## src/rtl/sc_div_pkg.sv

```systemverilog
// Shared definitions for the stochastic divide sequencer.
//   state_t      : controller FSM states
//   DEF_WIDTH    : default operand/quotient/LFSR width
//   DEF_LEN_LOG2 : default log2 of the measured stream length
//   lfsr_taps()  : Galois (right-shift) feedback mask for a maximal-length LFSR
package sc_div_pkg;

  typedef enum logic [2:0] {
    IDLE = 3'd0,
    LOAD = 3'd1,
    WARM = 3'd2,
    RUN  = 3'd3,
    DONE = 3'd4
  } state_t;

  localparam int DEF_WIDTH    = 8;
  localparam int DEF_LEN_LOG2 = 10;

  // Feedback masks for right-shifting Galois LFSRs, all maximal length.
  function automatic logic [31:0] lfsr_taps(input int width);
    case (width)
      4:       lfsr_taps = 32'h0000_000C;
      5:       lfsr_taps = 32'h0000_0014;
      6:       lfsr_taps = 32'h0000_0030;
      7:       lfsr_taps = 32'h0000_0060;
      8:       lfsr_taps = 32'h0000_00B8;
      9:       lfsr_taps = 32'h0000_0110;
      10:      lfsr_taps = 32'h0000_0240;
      12:      lfsr_taps = 32'h0000_0E08;
      16:      lfsr_taps = 32'h0000_B400;
      default: lfsr_taps = 32'h0000_00B8;
    endcase
  endfunction

endpackage

```

## src/rtl/sc_lfsr_sng.sv

```systemverilog
// Stochastic number generator: Galois LFSR plus magnitude comparator.
//   clk, reset : clock, synchronous active-high reset (reloads seed)
//   load       : reload the LFSR with seed
//   step       : advance the LFSR one state
//   seed       : reload value, must be nonzero
//   value      : binary magnitude being converted to a stream
//   stream_bit : 1 when value > current LFSR state
// The output cannot be called "bit" because that is a reserved word.
module sc_lfsr_sng
  import sc_div_pkg::*;
#(
  parameter int WIDTH = DEF_WIDTH
) (
  input  logic             clk,
  input  logic             reset,
  input  logic             load,
  input  logic             step,
  input  logic [WIDTH-1:0] seed,
  input  logic [WIDTH-1:0] value,
  output logic             stream_bit
);

  localparam logic [31:0]      TAPS_FULL = lfsr_taps(WIDTH);
  localparam logic [WIDTH-1:0] TAPS      = TAPS_FULL[WIDTH-1:0];

  logic [WIDTH-1:0] lfsr_reg;
  logic [WIDTH-1:0] lfsr_next;

  always_comb begin
    lfsr_next = lfsr_reg;
    if (load) begin
      lfsr_next = seed;
    end else if (step) begin
      lfsr_next = (lfsr_reg >> 1) ^ (lfsr_reg[0] ? TAPS : '0);
    end
  end

  always_ff @(posedge clk) begin
    if (reset) begin
      lfsr_reg <= seed;
    end else begin
      lfsr_reg <= lfsr_next;
    end
  end

  assign stream_bit = (value > lfsr_reg);

endmodule

```

## src/rtl/sc_div_sequencer.sv

```systemverilog
// Stochastic divider controller: accepts num/den, runs two LFSR streams into
// a JK divider cell, counts its ones over 2^LEN_LOG2 cycles after a warm-up
// and returns floor(2^WIDTH * num/(num+den)) (saturated) as a binary value.
//   clk, reset           : clock, synchronous active-high reset
//   in_valid/in_ready    : request handshake carrying num, den
//   out_valid/out_ready  : result handshake carrying quotient, err
//   err                  : request had num == den == 0
//   busy                 : high in LOAD/WARM/RUN
module sc_div_sequencer
  import sc_div_pkg::*;
#(
  parameter int               WIDTH    = DEF_WIDTH,
  parameter int               LEN_LOG2 = DEF_LEN_LOG2,
  parameter int               WARMUP   = 16,
  parameter logic [WIDTH-1:0] SEED_A   = WIDTH'(8'hA5),
  parameter logic [WIDTH-1:0] SEED_B   = WIDTH'(8'h3C)
) (
  input  logic             clk,
  input  logic             reset,
  input  logic             in_valid,
  output logic             in_ready,
  input  logic [WIDTH-1:0] num,
  input  logic [WIDTH-1:0] den,
  output logic             out_valid,
  input  logic             out_ready,
  output logic [WIDTH-1:0] quotient,
  output logic             err,
  output logic             busy
);

  // One counter serves both WARM and RUN, so size it for the longer phase.
  localparam int CNT_W = (WARMUP > (1 << LEN_LOG2)) ? $clog2(WARMUP + 1) : LEN_LOG2 + 1;
  localparam logic [CNT_W-1:0] WARM_LAST = (WARMUP > 0) ? CNT_W'(WARMUP - 1) : '0;
  localparam logic [CNT_W-1:0] RUN_LAST  = CNT_W'((1 << LEN_LOG2) - 1);

  state_t              state_reg, state_next;
  logic [WIDTH-1:0]    num_reg, num_next;
  logic [WIDTH-1:0]    den_reg, den_next;
  logic                jk_q_reg, jk_q_next;
  logic [CNT_W-1:0]    cnt_reg, cnt_next;
  logic [LEN_LOG2:0]   ones_reg, ones_next;
  logic [WIDTH-1:0]    quotient_reg, quotient_next;
  logic                err_reg, err_next;

  logic                lfsr_load;
  logic                lfsr_step;
  logic [1:0]          stream_bits;   // [0] = a (num), [1] = b (den)
  logic                jk_new;

  for (genvar gi = 0; gi < 2; gi++) begin : g_sng
    sc_lfsr_sng #(
      .WIDTH(WIDTH)
    ) u_sng (
      .clk       (clk),
      .reset     (reset),
      .load      (lfsr_load),
      .step      (lfsr_step),
      .seed      ((gi == 0) ? SEED_A : SEED_B),
      .value     ((gi == 0) ? num_reg : den_reg),
      .stream_bit(stream_bits[gi])
    );
  end

  // JK cell: a sets, b clears, both toggle, neither holds.
  always_comb begin
    jk_new = jk_q_reg;
    case ({stream_bits[0], stream_bits[1]})
      2'b01:   jk_new = 1'b0;
      2'b10:   jk_new = 1'b1;
      2'b11:   jk_new = ~jk_q_reg;
      default: jk_new = jk_q_reg;
    endcase
  end

  always_comb begin
    state_next    = state_reg;
    num_next      = num_reg;
    den_next      = den_reg;
    jk_q_next     = jk_q_reg;
    cnt_next      = cnt_reg;
    ones_next     = ones_reg;
    quotient_next = quotient_reg;
    err_next      = err_reg;
    lfsr_load     = 1'b0;
    lfsr_step     = 1'b0;

    case (state_reg)
      IDLE: begin
        if (in_valid) begin
          num_next = num;
          den_next = den;
          if ((num == '0) && (den == '0)) begin
            quotient_next = '0;
            err_next      = 1'b1;
            state_next    = DONE;
          end else begin
            state_next = LOAD;
          end
        end
      end
      LOAD: begin
        lfsr_load  = 1'b1;
        jk_q_next  = 1'b0;
        cnt_next   = '0;
        ones_next  = '0;
        state_next = (WARMUP == 0) ? RUN : WARM;
      end
      WARM: begin
        lfsr_step = 1'b1;
        jk_q_next = jk_new;
        if (cnt_reg == WARM_LAST) begin
          cnt_next   = '0;
          state_next = RUN;
        end else begin
          cnt_next = cnt_reg + 1'b1;
        end
      end
      RUN: begin
        lfsr_step = 1'b1;
        jk_q_next = jk_new;
        ones_next = ones_reg + {{LEN_LOG2{1'b0}}, jk_q_reg};
        if (cnt_reg == RUN_LAST) begin
          cnt_next = '0;
          // Result uses the count including this final cycle; a full count
          // (every cycle one) would overflow WIDTH bits, so saturate it.
          quotient_next = ones_next[LEN_LOG2] ? '1 : ones_next[LEN_LOG2-1 -: WIDTH];
          err_next      = 1'b0;
          state_next    = DONE;
        end else begin
          cnt_next = cnt_reg + 1'b1;
        end
      end
      DONE: begin
        if (out_ready) begin
          state_next = IDLE;
        end
      end
      default: state_next = IDLE;
    endcase
  end

  always_ff @(posedge clk) begin
    if (reset) begin
      state_reg    <= IDLE;
      num_reg      <= '0;
      den_reg      <= '0;
      jk_q_reg     <= 1'b0;
      cnt_reg      <= '0;
      ones_reg     <= '0;
      quotient_reg <= '0;
      err_reg      <= 1'b0;
    end else begin
      state_reg    <= state_next;
      num_reg      <= num_next;
      den_reg      <= den_next;
      jk_q_reg     <= jk_q_next;
      cnt_reg      <= cnt_next;
      ones_reg     <= ones_next;
      quotient_reg <= quotient_next;
      err_reg      <= err_next;
    end
  end

  assign in_ready  = (state_reg == IDLE);
  assign out_valid = (state_reg == DONE);
  assign busy      = (state_reg == LOAD) || (state_reg == WARM) || (state_reg == RUN);
  assign quotient  = quotient_reg;
  assign err       = err_reg;

endmodule

```

## config.mk

```make
export PLATFORM = sky130hd
export DESIGN_NAME = sc_div_sequencer
export DESIGN_NICKNAME = d
export VERILOG_FILES = /design/src/rtl/sc_div_pkg.sv /design/src/rtl/sc_lfsr_sng.sv /design/src/rtl/sc_div_sequencer.sv
export SDC_FILE = /design/constraint.sdc
export NUM_CORES = 1
export LEC_CHECK = 0
export CAP_MARGIN = 20
export CORE_MARGIN = 1
export CORE_UTILIZATION = 50
export CTS_CLUSTER_DIAMETER = 100
export CTS_CLUSTER_SIZE = 8
export DETAILED_ROUTE_END_ITERATION = 12
export HOLD_SLACK_MARGIN = 0.1
export PLACE_DENSITY = 0.71
export SLEW_MARGIN = 10
export SYNTH_ARGS = -nofsm -noshare
export SYNTH_HDL_FRONTEND = slang
export SYNTH_HIERARCHICAL = 1
export SYNTH_SLANG_ARGS = --single-unit
```

## constraint.sdc

```tcl
create_clock -name clk -period 2.3 [get_ports clk]
set_clock_uncertainty 0.05 [all_clocks]
set_input_delay 0.46 -clock clk [delete_from_list [all_inputs] [get_ports clk]]
set_output_delay 0.46 -clock clk [all_outputs]
set_load 0.01 [all_outputs]
```

==> results of run 1 <==
## worst paths after layout
| check | start | depth (start not counted) | slack [ps] | end |
|---|---|---|---|---|
| max | state_reg[1] | 3 | 130 | busy |
| min | den_reg[0] | 2 | 410 | den_reg[0] |
| max reg2reg | jk_q_reg | 6 | 210 | quotient[3] |
| min reg2reg | den_reg[0] | 2 | 410 | den_reg[0] |
## tightest hold or removal path, cell delays in order (launching register included)
cell	delay, ps
dfxtp_1	310
nand2_1	50
a21oi_1	50
## cells in the final DEF (no fill, tap or decap), types with 11 or more instances in the layout
| cell type | synthesis | routed |
|---|---|---|
| nor2_1 | 15 | 15 |
| a21oi_1 | 38 | 38 |
| edfxtp_1 | 16 | 16 |
| ha_1 | 19 | 19 |
| nor4_1 | 12 | 12 |
| xnor2_1 | 14 | 14 |
| conb_1 | 2 | 16 |
| inv_1 | 22 | 22 |
| buf_4 | 3 | 12 |
| clkdlybuf4s50_1 | 0 | 30 |
| nand2_1 | 53 | 53 |
| dfxtp_1 | 51 | 50 |
| clkbuf_8 | 0 | 11 |
## report_power, final
group,internal [mW],switching [mW],leakage (nW)
registers,1.30,0.0637,0.573
logic,0.211,0.256,0.851
clock network,0.517,0.434,0.0989
total,2.03,0.753,1.52
## cell families after synthesis
| logic type | Yosys count | share of synthesized area |
|---|---|---|
| buffers and inverters | 45 | 0.0568 |
| flip-flops | 67 | 0.421 |
| multiplexers | 10 | 0.0316 |
| other | 2 | 0.00211 |
| AND/OR/NAND/NOR | 127 | 0.181 |
| adder cells (fa/ha/maj) | 19 | 0.0667 |
| AO/OA/AOI/OAI | 106 | 0.206 |
| XOR/XNOR | 14 | 0.0344 |
## cell type report
class / count / share of cell area
Inverter: 24 / 0.0214
Multi-Input combinational cell: 292 / 0.454
Clock inverter: 1 / 0.00119
Tap cell: 96 / 0.0285
Timing Repair Buffer: 43 / 0.0938
Sequential cell: 67 / 0.356
Clock buffer: 15 / 0.0445
## metal layers
metal	global-route usage	wire, µm	up-vias
met4	0.0970	155	0
met2	0.351	3520	58
li1	-	-	1499
met5	0	0	-
met1	0.283	3600	1385
met3	0.0419	322	14
## through the flow
stage,TNS [ps],hold WS (ps),power (mW),std cells
2_1_floorplan,0,386,1.71,404
3_3_place_gp,0,396,1.84,522
3_5_place_dp,-46.3,400,1.86,522
4_1_cts,0,410,2.80,538
5_1_grt,0,431,2.93,538
6_report,0,410,2.78,538
## repair_timing
item,in CTS,in global routing
hold buffers,0,0
gates resized for setup,0,1
setup endpoints to repair,0,1
==> results.toml, run 1 <==
[status]
outcome = "finished clean"

[cells_and_area]
drive_above_1_share = 0.118
area_delta_synth_final_pct = 18.2
final_util = 0.617
register_area_um2 = 1500
multi_input_area_um2 = 1910
fin_area_um2 = 4220
final_nets = 476
largest_register_ffs = 16
fillers = 620
n_antenna_cell = 0

[logic_synthesis]
synth_most_common_cell = "nand2_1"
synth_top_cell_area_share = 0.286
synth_top_cell_by_area = "dfxtp_1"
synth_area_leaders = "dfxtp_1, edfxtp_1, ha_1"
synth-main-ff-cell = "dfxtp_1"
synthArstFlopShare = 0
synth_area_um2 = 3570
synth-edff-count = 16
ys_types = 56
ys_seq_elements = 67
synth_seq_area_share = 0.421
synth_cells = 390
yosysWarnings = 6
yosys-top-cells-count = "nand2_1, dfxtp_1, a21oi_1"
syn_avg_cell_area_um2 = 9.14

[clocking]
cts-root-buf = "clkbuf_8"
clkLatencyLatePin_ps = 340
cts_buffers = 9
cts.sinks = 67
clk_pin_slew_ps = 70
cts.path.max_buffers = 2
cts_tree = "done"
h-tree-depth = 3
post_cts_buffers = 0

[timing]
setup_ws_ps = 128
setup_violations = 0
relSlewSlack = 0.654
rsz0062_at_grt = "no"
hold_violations = 0
fin_crit_sh = 0.944
finalCriticalPeriod_ps = 2170
fmax_mhz = 460
worst_pin_slew_ps = 519
maxSlewViolCount = 0

[floorplan]
die_w_um = 86.5
rows = 30
die_area_um2 = 7470
io_pins = 32
coreArea_um2 = 6830
start_util = 0.522
die_y_um = 86.5

[worst_setup_path]
crit_chain = "o21bai_1 > clkinv_1 > clkdlybuf4s50_1"
path_class = "flop to primary output"
crit_family = "buffers and inverters"
crit_required_ps = 1790
crit_path_top_delay_cell = "dfxtp_1"
crit_buf_inv = 2
endpoint_kind = "primary output"
crit_fanout = 10
cp-start-kind = "flop"
worstPathArrival_ps = 1660
max_stage_delay_ps = 550

[hold_path]
hp-class = "flop to flop"

[grt]
antenna_found_initial = 0
grt.total_usage = 0.218
grt_pass1_wl_um = 12700
grt_overflow = 0
grt_pass1_vias = 2757
grt_max_degree = 34

[detailed_routing]
vias = 2956
dr.pass1.iters = 4
drc = 0
wl_per_cell_um = 14.1
routed_via_density = 5.49
routed_wl_um = 7600
drtIter0Drc = 85
ant_nets = 0

[placement]
finalWeightedCongestion = 0.793
portBuffers = 31
dpl_cell_area_um2 = 4020
dpl.hpwl_um = 5400
pre_cts_slack_ps = -11.5

[pwr]
leakage_nw = 1.52
p_per_area_nw_per_um2 = 660
peakVddDrop_mv = 0.278

[run]
cap_violations = 0
(Power assumes the default switching activity.)
==> run 2, diff against run 1 <==
CAP_MARGIN = not set   (was 20)
==> results of run 2 <==
No change in the layout: final DEF, timing and power equal those of run 1.
